===== src/rtl/tpg_session_ctrl.sv =====
// Test-pattern session controller.
// Loads a seed into an 8-bit bit-swapping LFSR, then emits num_pat patterns
// over a valid/ready stream. The LFSR advances only on accepted beats.
module tpg_session_ctrl #(
  parameter int unsigned CNT_W = 16
) (
  input  logic             clk,
  input  logic             set,
  input  logic             start,
  input  logic [7:0]       seed,
  input  logic [CNT_W-1:0] num_pat,
  input  logic             bs_en,
  input  logic             abort,
  output logic             pat_valid,
  input  logic             pat_ready,
  output logic [7:0]       pat_data,
  output logic             busy,
  output logic             done,
  output logic [CNT_W-1:0] pat_cnt
);

  typedef enum logic [1:0] {
    ST_IDLE,
    ST_RUN,
    ST_DONE
  } state_t;

  state_t           state_q, state_d;
  logic [7:0]       s_q;
  logic [CNT_W-1:0] n_q;
  logic             bs_q;
  logic             load;
  logic             adv;
  logic [CNT_W-1:0] cnt_inc;
  logic [7:0]       s_next;

  assign cnt_inc = pat_cnt + {{(CNT_W-1){1'b0}}, 1'b1};
  assign s_next  = {s_q[7] ^ s_q[0], s_q[7:1]};

  // State register
  always_ff @(posedge clk or posedge set) begin
    if (set) state_q <= ST_IDLE;
    else     state_q <= state_d;
  end

  // Next-state decode and datapath enables; abort outranks a same-cycle accept
  always_comb begin
    state_d = state_q;
    load    = 1'b0;
    adv     = 1'b0;
    unique case (state_q)
      ST_IDLE, ST_DONE: begin
        if (start) begin
          load    = 1'b1;
          state_d = (num_pat == '0) ? ST_DONE : ST_RUN;
        end
      end
      ST_RUN: begin
        if (abort) begin
          state_d = ST_IDLE;
        end else if (pat_ready) begin
          adv = 1'b1;
          if (cnt_inc == n_q) state_d = ST_DONE;
        end
      end
      default: state_d = ST_IDLE;
    endcase
  end

  // Session datapath: seed load, LFSR step and accepted-beat counter
  always_ff @(posedge clk or posedge set) begin
    if (set) begin
      s_q     <= '1;
      n_q     <= '0;
      bs_q    <= 1'b0;
      pat_cnt <= '0;
    end else if (load) begin
      s_q     <= (seed == 8'h00) ? 8'hFF : seed;
      n_q     <= num_pat;
      bs_q    <= bs_en;
      pat_cnt <= '0;
    end else if (adv) begin
      s_q     <= s_next;
      pat_cnt <= cnt_inc;
    end
  end

  // Output mapping: pairwise swap of the upper six bits when enabled and s[0]=0
  always_comb begin
    if (bs_q && !s_q[0])
      pat_data = {s_q[6], s_q[7], s_q[4], s_q[5], s_q[2], s_q[3], s_q[1], s_q[0]};
    else
      pat_data = s_q;
  end

  assign pat_valid = (state_q == ST_RUN);
  assign busy      = (state_q == ST_RUN);
  assign done      = (state_q == ST_DONE);

endmodule

===== config.mk =====
export PLATFORM = sky130hd
export DESIGN_NAME = tpg_session_ctrl
export DESIGN_NICKNAME = d
export VERILOG_FILES = /design/src/rtl/tpg_session_ctrl.sv
export SDC_FILE = /design/constraint.sdc
export NUM_CORES = 1
export LEC_CHECK = 0
export CAP_MARGIN = 40
export CORE_ASPECT_RATIO = 0.5
export CORE_MARGIN = 2
export CORE_UTILIZATION = 51
export DETAILED_ROUTE_END_ITERATION = 10
export GPL_TIMING_DRIVEN = 0
export PLACE_DENSITY = 0.89
export SYNTH_ARGS = -nofsm -noshare
export SYNTH_HDL_FRONTEND = slang
export SYNTH_SLANG_ARGS = --single-unit

===== constraint.sdc =====
create_clock -name clk -period 2.45 [get_ports clk]
set_input_delay 0.245 -clock clk [delete_from_list [all_inputs] [get_ports clk]]
set_output_delay 0.245 -clock clk [all_outputs]
set_load 0.1 [all_outputs]

==> flow_summary.yaml <==
grt:
  grt-ovfl-total: 0
  grt_pass1_vias: 2770
  grt_max_degree: 32
  grt_pass1_wl_um: 13400
  grt_util_all_layers_pct: 31.5
  antenna_found_initial: 0
synth:
  avgSynthCellArea_um2: 8.05
  ys_seq_area_share_pct: 42.4
  yosysTopAreaCell: "dfrtp_1"
  synthSimpleGateAreaFrac_pct: 29.8
  yosys.area.top_type_share_pct: 34.2
  ys_warn_count: 0
  synth_top_family_by_area: "simple AND/OR/NAND/NOR gates"
  synthCells: 318
  ys_ff_latch: 43
  synthFlopType: "dfrtp_1"
  synth_area_um2: 2560
  synth-async-reset-ratio_pct: 100
  ys_types: 40
  synth_compound_area_share_pct: 15.9
  synth_area_leaders: "dfrtp_1 34%, nand2_1 14%, dfstp_2 8.2%"
  synth-xor-area-share_pct: 6.16
  synthAdderAreaFrac_pct: 0.489
  synth_commonest_cells: "98 x nand2_1, 35 x dfrtp_1, 26 x o21ai_0"
  synth_edf_count: 0
  synth.most_common_cell: "nand2_1"
  muxShareOfSynthArea_pct: 0.782
  synthesis.nets: 349
routing:
  vias: 2953
  drt_iter0_markers: 339
  drtPass1Iterations: 6
  drt-vias-per-instance: 6.16
  wl_per_cell_um: 18.1
  drc: 0
  wl_um: 8660
  ant_nets: 0
place:
  io_buffer_count: 56
  place.detailed.hpwl_um: 5910
  finalWeightedCongestion: 0.949
  post-place-cells: 472
clock_tree:
  clk_latency_ns: 0.32
  clkTransAtPathRegs_ns: 0.09
  clkSinkCount: 43
  cts_root_buf: "clkbuf_8"
  clock_path_buffers: 2
  cts_made_buffers: 5
  htreeDepth: 2
  cts_tree: "built"
timing:
  setup_viol: 0
  fin_skew_ns: 0.00631
  layout_min_cycle_time_ns: 2.41
  fmax_ghz: 0.414
  maxSlewHeadroom_pct: 59.1
  post-route-period-util_pct: 98.5
  tns_ns: 0
  hold_viol: 0
  worst_slew_pin_slew_ns: 0.606
  slew_viol_final: 0
pwr:
  finalPower_mw: 2.67
  p_switching_mw: 1.15
  pwr-share-clk_pct: 19.2
  powerDensity_nw_per_um2: 701
  power_leakage_nw: 1.61
  internal_power_mw: 1.52
  pwr-share-comb_pct: 44.8
  ir_drop_mv: 1.03
  swShare_pct: 43.2
  pwr-share-seq_pct: 36.0
floorplanning:
  pin_count: 57
  dieArea_um2: 5640
  rows: 18
  die_h_um: 54.1
  initial_core_util_pct: 52.4
  fp.coreArea_um2: 4890
  fp.dieW_um: 104
critical_path:
  critPathRequiredTime_ns: 2.64
  cp_slowest_cell: "nor3_2"
  critPathKind: "flop to flop"
  path_cells: "buf_2 > nand4_1 > nor3_2 > mux2i_1 > o2111ai_2 > a2111oi_4 > o22ai_1"
  reg2reg_from: "pat_cnt[5]"
  rrSetupSlack_ns: 0.04
  worstPathArrival_ns: 2.61
  reg2reg_to: "state_q[0]"
  path_max_fanout: 8
  reg2reg_depth: 7
  critPathCaptureType: "flop"
  cp-start-kind: "flop"
  cpPeakStageDelay_ns: 0.43
status:
  status: "completed"
finish:
  final_cells: 479
  fin_util_pct: 78.0
  num_antenna_cells: 0
  drive_above_1_share_pct: 19.1
  nets: 439
  areaGrowthSynthToFinish_pct: 48.9
worst_hold_path:
  hold_path.class: "primary input to async pin"
run:
  cap_violations: 0
==> cell type report <==
cell class | instances | area (um^2)
clock inverters | 2 | 16.3
well taps | 70 | 87.6
inverters | 2 | 7.51
clock buffers | 6 | 82.6
multi-input cells | 253 | 1420
plain buffers | 18 | 98.8
flip-flops and latches | 43 | 1100
repair buffers | 85 | 993
fillers | 319 | 1070
==> placed cells by master, fill, tap and decap left out, types with 2 or more instances in the layout <==
cell             instances
o311ai_0                 2
o41ai_1                  2
o21ai_0                 26
clkdlybuf4s50_1         56
a31oi_1                 10
nand2b_1                 3
buf_1                    2
xnor2_1                 13
o31ai_1                  6
nor4_1                   7
nor2_1                  22
nand4_1                  5
buf_8                   27
clkbuf_1                 6
o2111ai_1                2
nand2_1                 98
clkbuf_8                 6
xor2_1                   5
buf_2                    4
nand3_1                  9
dfrtp_2                 11
mux2i_1                  2
and4_1                   5
buf_4                    6
dfstp_2                  8
nor2b_1                  5
a21oi_1                  5
and3_1                   4
dfrtp_1                 23
and2_1                   3
==> logic make-up (layout without fill, tap and decap cells) <==
group,after synthesis,after routing
fa+ha+maj,1,1
xor+xnor,18,18
compound gates,62,62
flops,43,43
mux,2,2
simple gates,170,170
buf+inv,22,113
==> sequential cells by signal (all words and copies together), names as in the netlist <==
signal	count
s_q	8
state_q	2
pat_cnt	16
n_q	16
bs_q	1
==> worst max-delay path by stage <==
stage	from	end	slack [ns]
5_1_grt	pat_cnt[5]	state_q[0]	-0.0003
6_report	pat_cnt[5]	state_q[0]	0.04
4_1_cts	pat_cnt[0]	state_q[0]	0.04
3_3_place_gp	pat_cnt[0]	state_q[0]	-0.02
2_1_floorplan	pat_cnt[1]	state_q[0]	0.02
3_5_place_dp	pat_cnt[0]	state_q[0]	-0.06
==> metrics by stage <==
step           worst slack [ns]  hold WS (ns)  instance area, um^2
3_3_place_gp            -0.0237         0.488                 3230
3_5_place_dp            -0.0574         0.494                 3660
6_report                 0.0356         0.186                 3810
4_1_cts                  0.0403         0.193                 3770
5_1_grt               -0.000324         0.218                 3810
2_1_floorplan            0.0170         0.350                 2590
==> routing by layer <==
layer | global-route usage [%] | vias to the layer above | routed length [um]
met2 | 54.4 | 245 | 3880
met5 | 0 | - | 0
li1 | - | 1288 | -
met1 | 37.6 | 1356 | 3320
met4 | 14.6 | 0 | 482
met3 | 9.81 | 64 | 980
==> power by group through the flow <==
stage | registers, mW | clock network [mW] | logic [mW]
after floorplan | 1.00 | 0 | 0.657
after global placement | 0.953 | 0 | 0.946
after detailed placement | 0.960 | 0 | 1.16
after CTS | 0.948 | 0.515 | 1.17
after global routing | 0.968 | 0.543 | 1.26
final | 0.961 | 0.513 | 1.20
==> repair_timing <==
item,4_1_cts,5_1_grt
hold buffers,0,0
resized for setup,1,8
buffers inserted,0,1
endpoints found under the hold margin,0,0
cloned,0,0
pin swaps,0,4
endpoints found under the setup margin,1,10
==> critical path, delay by kind of cell, from the launching register on <==
family	cells	cell delay, ns
compound gates	3	0.72
buf+inv	1	0.18
flops	1	0.36
mux	1	0.27
simple gates	2	0.74
No activity file was read; power rests on OpenSTA's default activity.
